==> src/rtl/alu_pkg.sv <==
// Shared definitions for the ALU datapath: opcodes, bus widths and status-flag bit positions.
package alu_pkg;

    localparam int RW = 13;
    localparam int SW = 4;

    localparam logic [3:0] OP_ADD  = 4'b0000;
    localparam logic [3:0] OP_SUB  = 4'b0001;
    localparam logic [3:0] OP_MUL  = 4'b0010;
    localparam logic [3:0] OP_DIV  = 4'b0011;
    localparam logic [3:0] OP_MOD  = 4'b0100;
    localparam logic [3:0] OP_AND  = 4'b0101;
    localparam logic [3:0] OP_OR   = 4'b0110;
    localparam logic [3:0] OP_XOR  = 4'b0111;
    localparam logic [3:0] OP_NOT  = 4'b1000;
    localparam logic [3:0] OP_NAND = 4'b1001;
    localparam logic [3:0] OP_SHL  = 4'b1010;
    localparam logic [3:0] OP_ROL  = 4'b1011;
    localparam logic [3:0] OP_SHR  = 4'b1100;
    localparam logic [3:0] OP_ROR  = 4'b1101;
    localparam logic [3:0] OP_INC  = 4'b1110;
    localparam logic [3:0] OP_DEC  = 4'b1111;

    localparam int F_ZERO  = 0;
    localparam int F_CARRY = 1;
    localparam int F_NEG   = 2;
    localparam int F_DZ    = 3;

endpackage

==> src/rtl/alu_flag_gen.sv <==
// Combinational status-flag generator for ALU results; also sanitises divide-by-zero results.
module alu_flag_gen
    import alu_pkg::*;
(
    input  logic [SW-1:0] sel,
    input  logic [7:0]    b,
    input  logic [RW-1:0] result,
    output logic [RW-1:0] stored_result,
    output logic [3:0]    flags
);

    logic dz;

    always_comb begin
        dz            = ((sel == OP_DIV) || (sel == OP_MOD)) && (b == 8'd0);
        // The ALU output is undefined on divide-by-zero; store a clean zero instead.
        stored_result = dz ? '0 : result;
        flags         = '0;
        flags[F_DZ]   = dz;
        if ((sel == OP_ADD) || (sel == OP_SHL) || (sel == OP_ROL) || (sel == OP_INC))
            flags[F_CARRY] = result[8];
        if ((sel == OP_SUB) || (sel == OP_DEC))
            flags[F_NEG] = result[RW-1];
        flags[F_ZERO] = (stored_result == '0);
    end

endmodule

==> src/rtl/alu_result_fifo.sv <==
// Result buffer behind the ALU: tags each result with flags and queues it on a valid/ready port.
module alu_result_fifo #(
    parameter int DEPTH = 4,
    parameter int RW    = alu_pkg::RW,
    parameter int SW    = alu_pkg::SW
) (
    input  logic                     clk,
    input  logic                     rst_n,
    input  logic                     in_valid,
    output logic                     in_ready,
    input  logic [SW-1:0]            in_sel,
    input  logic [7:0]               in_b,
    input  logic [RW-1:0]            in_result,
    output logic                     out_valid,
    input  logic                     out_ready,
    output logic [RW-1:0]            out_result,
    output logic [SW-1:0]            out_sel,
    output logic [3:0]               out_flags,
    output logic [$clog2(DEPTH):0]   count,
    output logic                     overflow_err,
    input  logic                     clear_err
);

    localparam int AW = $clog2(DEPTH);
    localparam int CW = AW + 1;

    logic [RW-1:0] mem_result [DEPTH];
    logic [SW-1:0] mem_sel    [DEPTH];
    logic [3:0]    mem_flags  [DEPTH];

    logic [AW-1:0] wptr;
    logic [AW-1:0] rptr;
    logic          full;
    logic          empty;
    logic          push;
    logic          pop;
    logic [RW-1:0] wr_result;
    logic [3:0]    wr_flags;

    alu_flag_gen u_flag_gen (
        .sel           (in_sel),
        .b             (in_b),
        .result        (in_result),
        .stored_result (wr_result),
        .flags         (wr_flags)
    );

    assign full      = (count == CW'(DEPTH));
    assign empty     = (count == '0);
    assign in_ready  = !full;
    assign out_valid = !empty;
    assign push      = in_valid && !full;
    assign pop       = !empty && out_ready;

    // Control state; pointers wrap naturally because DEPTH is a power of two.
    always_ff @(posedge clk) begin
        if (!rst_n) begin
            wptr         <= '0;
            rptr         <= '0;
            count        <= '0;
            overflow_err <= 1'b0;
        end else begin
            if (push)
                wptr <= wptr + AW'(1);
            if (pop)
                rptr <= rptr + AW'(1);
            case ({push, pop})
                2'b10:   count <= count + CW'(1);
                2'b01:   count <= count - CW'(1);
                default: count <= count;
            endcase
            if (in_valid && full)
                overflow_err <= 1'b1;
            else if (clear_err)
                overflow_err <= 1'b0;
        end
    end

    // Storage is not reset; reads are masked while the FIFO is empty.
    always_ff @(posedge clk) begin
        if (push) begin
            mem_result[wptr] <= wr_result;
            mem_sel[wptr]    <= in_sel;
            mem_flags[wptr]  <= wr_flags;
        end
    end

    assign out_result = empty ? '0 : mem_result[rptr];
    assign out_sel    = empty ? '0 : mem_sel[rptr];
    assign out_flags  = empty ? '0 : mem_flags[rptr];

endmodule
==> config.mk <==
export PLATFORM = sky130hd
export DESIGN_NAME = alu_result_fifo
export DESIGN_NICKNAME = d
export VERILOG_FILES = /design/src/rtl/alu_pkg.sv /design/src/rtl/alu_flag_gen.sv /design/src/rtl/alu_result_fifo.sv
export SDC_FILE = /design/constraint.sdc
export NUM_CORES = 1
export LEC_CHECK = 0
export ABC_AREA = 0
export ABC_CLOCK_PERIOD_IN_PS = 3950
export CORE_ASPECT_RATIO = 2
export CORE_MARGIN = 1
export CORE_UTILIZATION = 35
export DETAILED_ROUTE_END_ITERATION = 10
export PLACE_DENSITY_LB_ADDON = 0.25
export SLEW_MARGIN = 20
export SYNTH_ARGS = -nofsm -noshare
export SYNTH_HDL_FRONTEND = slang
export SYNTH_SLANG_ARGS = --single-unit
==> constraint.sdc <==
create_clock -name clk -period 3.95 [get_ports clk]
set_clock_uncertainty 0.05 [all_clocks]
set_input_delay 0.79 -clock clk [delete_from_list [all_inputs] [get_ports clk]]
set_output_delay 0.79 -clock clk [all_outputs]
set_load 0.1 [all_outputs]
==> flow_metrics.env, run 1 <==
export IMPL_fin_crit_ns=3.261
export IMPL_clk_insertion_delay_late_ns=0.33
export IMPL_yosys_cell_types_count=39
export IMPL_clockRootBuffer="clkbuf_16"
export IMPL_worstHoldPathType="reg -> reg"
export IMPL_wl_met2_um=4296
export IMPL_worst_setup_path_type="reg -> out"
export IMPL_whs_path_depth=2
export IMPL_clk_pin_slew_ns=0.06
export IMPL_dr_max_layer_used="met4"
export IMPL_antenna_found_initial=0
export IMPL_drv_slew=0
export IMPL_synthCells=225
export IMPL_ios=57
export IMPL_vias=2194
export IMPL_worst_slack_ns=0.6891
export IMPL_clock_sinks=94
export IMPL_finalHoldViolCount=0
export IMPL_grt_total_usage=0.1464
export IMPL_setup_viol=0
export IMPL_required_ns=3.11
export IMPL_async_reset_ff_frac=0
export IMPL_worst_ep_arrival_time_ns=2.42
export IMPL_multi_input_area_sq_um=1139
export IMPL_synth_seq_cells=94
export IMPL_cts_setup_buffers=0
export IMPL_hold_buffers=0
export IMPL_cts_resized=0
export IMPL_synth_edf_count=84
export IMPL_hold_end="overflow_err"
export IMPL_regArea_sq_um=2723
export IMPL_path_cells="or3b_2 > clkdlybuf4s50_1"
export IMPL_clockBufferDepth=2
export IMPL_cp_max_fo=10
export IMPL_outcome="finished clean"
export IMPL_grt_ovfl_total=0
export IMPL_crit_path_end_kind="output port"
export IMPL_grt_pass1_vias=2323
export IMPL_reg2reg_to="count[2]"
export IMPL_area_growth_pct=25.36
export IMPL_drt_wirelength_per_cell_um=18.27
export IMPL_cap_violations=0
export IMPL_rsz0062_at_grt="false"
export IMPL_cts_buffers_inserted=9
export IMPL_synth_warnings=0
export IMPL_final_common_cell="edfxtp_1"
export IMPL_ant_nets=0
export IMPL_routed_wl_um=7984
export IMPL_grt_max_degree=22
export IMPL_reg2reg_depth=8
export IMPL_relSlewSlack=0.3498
export IMPL_tns_ns=0
export IMPL_synth_fp_nets=261
export IMPL_dieArea_sq_um=11670
export IMPL_ys_seq_area_frac=0.6932
export IMPL_fill_cells=977
export IMPL_place_gp_congestion=0.6713
export IMPL_fmax_mhz=306.7
export IMPL_coreArea_sq_um=10950
export IMPL_wl_met1_um=3081
export IMPL_cts_tree="built"
export IMPL_initial_core_util=0.3588
export IMPL_io_buffer_count=56
export IMPL_timing_final_crit_share=0.8255
export IMPL_hold_start="overflow_err"
export IMPL_grt_pass1_wl_um=12330
export IMPL_diodes=0
export IMPL_post_dp_hpwl_um=5378
export IMPL_remaining_drc_errors=0
export IMPL_die_y_um=151.8
export IMPL_drive_gt1_frac=0.2593
export IMPL_r2r_slack_ns=1.42
export IMPL_rows=54
export IMPL_nets=328
export IMPL_reg2reg_from="count[2]"
export IMPL_synth_flop_cell="edfxtp_1"
export IMPL_drt_iter0_markers=143
export IMPL_dr_pass1_iters=4
export IMPL_dpl_worst_slack_ns=0.9038
export IMPL_avgViaCountPerCell=5.021
export IMPL_cpMaxStageDelayCell="clkdlybuf4s50_1"
export IMPL_wl_met3_um=322
export IMPL_critPathMaxStageDelay_ns=1.01
export IMPL_mostFrequentLayoutCells="edfxtp_1, clkdlybuf4s50_1, buf_4, mux4_2, nor2b_1"
export IMPL_die_w_um=76.91
export IMPL_synth_area_sq_um=3928
export IMPL_worst_pin_slew_ns=0.9722
export IMPL_htree_levels=3
export IMPL_cp_start_kind="register"
export IMPL_syn_avg_cell_area_sq_um=17.46
## per-layer routing
metal / vias up / GRT usage
met1: 1097 / 0.1586
met2: 69 / 0.2589
met5: - / 0
li1: 1012 / -
met4: 0 / 0.08974
met3: 16 / 0.02643
## cell usage after synthesis, drive strengths merged (2+ instances only)
library cell  instances  area, sq um
a21boi               13        101.3
a21o                  3        23.77
a21oi                 7        35.03
and3                  4        25.02
buf                   3        21.27
clkbuf                7        26.28
dfxtp                10        200.2
edfxtp               84         2522
ha                    5        62.56
inv                   7        26.28
mux4                 21        473.0
nand2                 3        11.26
nand3                 3        15.01
nor2                  7        26.28
nor2b                21        131.4
nor3                  3        15.01
nor4                  3        18.77
or3                   2        13.77
or3b                  2        20.02
xor2                  4        35.03
## sequential cells by signal, indices dropped and copies added, names as in the netlist, named ones only
signal	count
rptr	2
wptr	2
mem_flags	16
mem_sel	16
overflow_err	1
mem_result	52
count	3
## per-stage QoR
stage	utilization	area (sq um)	instances	hold slack, ns
after CTS	0.4498	4923	437	0.4298
after detailed placement	0.4246	4647	421	0.4201
after global placement	0.4240	4641	421	0.4151
after global routing	0.4498	4923	437	0.4547
final	0.4498	4923	437	0.4261
after floorplan	-	3928	225	0.4347
## cell families after synthesis
| logic type | after synthesis | share of synthesized area |
|---|---|---|
| AO/OA/AOI/OAI | 28 | 0.05511 |
| XOR/XNOR | 4 | 0.008919 |
| adder cells (fa/ha/maj) | 6 | 0.02103 |
| buffers and inverters | 18 | 0.01975 |
| flip-flops | 94 | 0.6932 |
| multiplexers | 21 | 0.1204 |
| AND/OR/NAND/NOR | 54 | 0.08156 |
## cell type report
type,count,share of cell area
flip-flops and latches,94,0.5530
inverters,8,0.006099
clock buffers,9,0.04574
repair buffers,66,0.1179
multi-input cells,113,0.2313
clock inverters,7,0.01042
well taps,140,0.03558
## worst max-delay path, delay by kind of cell (launching register included)
kind | cells | cell delay (ns)
buffers and inverters | 1 | 1.01
AND/OR/NAND/NOR | 1 | 0.60
flip-flops | 1 | 0.47
## how the worst max path moves through the flow
stage	to	slack [ns]	cells past startpoint	start
after floorplan	out_result[0]	0.28	3	count[2]
after global placement	mem_result[0][3]	0.96	5	in_sel[2]
after detailed placement	mem_result[3][0]	0.90	5	in_sel[2]
after CTS	in_ready	0.68	2	count[2]
after global routing	in_ready	0.61	2	count[2]
final	in_ready	0.69	2	count[2]
Power of run 1 is not shown: default switching activity piles up to over one toggle a cycle in this logic, so the estimate is an artifact.
==> run 2: changes to the inputs <==
--- a/config.mk
+++ b/config.mk
@@ -6,7 +6,7 @@
 export NUM_CORES = 1
 export LEC_CHECK = 0
 export ABC_AREA = 0
-export ABC_CLOCK_PERIOD_IN_PS = 3950
+export ABC_CLOCK_PERIOD_IN_PS = 2700
 export CORE_ASPECT_RATIO = 2
 export CORE_MARGIN = 1
 export CORE_UTILIZATION = 35
==> constraint.sdc (replaced) <==
create_clock -name clk -period 2.7 [get_ports clk]
set_clock_uncertainty 0.05 [all_clocks]
set_input_delay 0.54 -clock clk [delete_from_list [all_inputs] [get_ports clk]]
set_output_delay 0.54 -clock clk [all_outputs]
set_load 0.1 [all_outputs]
==> run 2 against run 1 <==
Compared with the run above: via count is 0.46% higher; worst hold slack better by 0.0093 ns; critical path depth is 2 higher; non-clock buffer count is 5 higher; core utilization is 3.5 points higher; largest cell class unchanged; die area stayed put; register-to-register slack worse by 1.1 ns; critical endpoint is now out_result[8]; sequential share of layout area is 3.9 points lower; first-iteration DRC count is 41% lower.
==> flow_metrics.env, run 2 (same netlist as run 1, synthesis figures left out) <==
export IMPL_reg2reg_depth=8
export IMPL_post_dp_hpwl_um=5412
export IMPL_cts_resized=0
export IMPL_r2r_slack_ns=0.29
export IMPL_worst_ep_arrival_time_ns=1.87
export IMPL_rsz0062_at_grt="false"
export IMPL_instances_no_fill=442
export IMPL_htree_levels=3
export IMPL_ant_nets=0
export IMPL_whs_path_depth=2
export IMPL_regMostFlops="mem_result"
export IMPL_crit_top_cell="buf_12"
export IMPL_timing_final_crit_share=0.9094
export IMPL_grt_pass1_vias=2398
export IMPL_drt_iter0_markers=85
export IMPL_fmax_mhz=407.3
export IMPL_outcome="finished clean"
export IMPL_drt_wirelength_per_cell_um=18.23
export IMPL_clockRootBuffer="clkbuf_16"
export IMPL_hold_buffers=0
export IMPL_vias=2204
export IMPL_grt_total_usage=0.1524
export IMPL_cpMaxStageDelayCell="mux4_2"
export IMPL_clk_pin_slew_ns=0.06
export IMPL_clockBufferDepth=2
export IMPL_reg2reg_to="count[2]"
export IMPL_diodes=0
export IMPL_worst_pin_slew_ns=0.4856
export IMPL_drv_slew=0
export IMPL_cap_violations=0
export IMPL_finalHoldViolCount=0
export IMPL_drive_gt1_frac=0.3576
export IMPL_fin_crit_ns=2.455
export IMPL_crit_buf_inv=2
export IMPL_avgViaCountPerCell=4.986
export IMPL_cts_buffers_inserted=9
export IMPL_cts_tree="built"
export IMPL_hold_end="overflow_err"
export IMPL_cts_setup_buffers=0
export IMPL_relSlewSlack=0.6734
export IMPL_antenna_found_initial=0
export IMPL_dpl_worst_slack_ns=0.1206
export IMPL_initial_core_util=0.3588
export IMPL_remaining_drc_errors=0
export IMPL_dr_pass1_iters=4
export IMPL_io_buffer_count=56
export IMPL_worst_slack_ns=0.2446
export IMPL_post_place_cells=426
export IMPL_clk_insertion_delay_late_ns=0.33
export IMPL_reg_top3="mem_result x52, mem_flags x16, mem_sel x16"
export IMPL_grt_pass1_wl_um=12740
export IMPL_grt_ovfl_total=0
export IMPL_reg2reg_from="count[0]"
export IMPL_die_y_um=151.8
export IMPL_path_cells="buf_12 > mux4_2 > nor2b_2 > buf_12"
export IMPL_clock_sinks=94
export IMPL_cp_max_fo=21
export IMPL_rows=54
export IMPL_required_ns=2.11
export IMPL_grt_max_degree=23
export IMPL_cp_start_kind="register"
export IMPL_largest_reg_flops=52
export IMPL_worst_setup_path_type="reg -> out"
export IMPL_mostFrequentLayoutCells="edfxtp_1, clkdlybuf4s50_1, buf_12, mux4_2, nor2b_2"
export IMPL_coreArea_sq_um=10950
export IMPL_tns_ns=0
export IMPL_final_common_cell="edfxtp_1"
export IMPL_setup_viol=0
export IMPL_area_growth_pct=35.11
export IMPL_place_gp_congestion=0.7030
export IMPL_die_w_um=76.91
export IMPL_crit_path_end_kind="output port"
export IMPL_dieArea_sq_um=11670
export IMPL_ios=57
export IMPL_worstHoldPathType="reg -> reg"
export IMPL_hold_start="overflow_err"
export IMPL_routed_wl_um=8058
export IMPL_critPathMaxStageDelay_ns=0.57
export IMPL_nets=333
export IMPL_crit_family="multiplexers"
[run 2: worst max path at each step]
stage	start	end	slack (ns)	cells past startpoint
floorplan	count[0]	count[2]	-0.21	9
global placement	in_sel[3]	mem_result[0][12]	0.16	5
detailed placement	in_sel[3]	mem_result[3][12]	0.12	5
CTS	register	out_result[12]	0.20	4
global route	count[2]	count[2]	0.16	8
finish	register	out_result[8]	0.24	4
[run 2: metal layers]
layer / GRT usage / wire [um] / up-vias
met5: 0 / 0 / -
met2: 0.2836 / 4593 / 49
met3: 0.03003 / 243 / 12
met4: 0.07234 / 202 / 0
li1: - / - / 1023
met1: 0.1594 / 3019 / 1120
[run 2: final cells by class]
cell class / count / area, sq um
Inverter: 8 / 30.03
Sequential cell: 94 / 2729
Clock inverter: 5 / 73.82
Clock buffer: 11 / 232.7
Multi-Input combinational cell: 113 / 1185
Fill cell: 958 / 5639
Tap cell: 140 / 175.2
Timing Repair Buffer: 71 / 880.8
[run 2: stage by stage]
| stage | hold slack [ns] | instance area, sq um | utilization |
|---|---|---|---|
| after floorplan | 0.4347 | 3988 | - |
| after global placement | 0.4138 | 5000 | 0.4568 |
| after detailed placement | 0.4271 | 5000 | 0.4568 |
| after CTS | 0.4341 | 5306 | 0.4848 |
| after global routing | 0.4689 | 5306 | 0.4848 |
| final | 0.4354 | 5306 | 0.4848 |
[run 2: worst min-delay path, cell delays in order, from the launching register on]
cell and delay [ns]:
dfxtp_1 0.31, nand2b_1 0.07, a21oi_1 0.06
Power of run 2 is left out for the same reason.
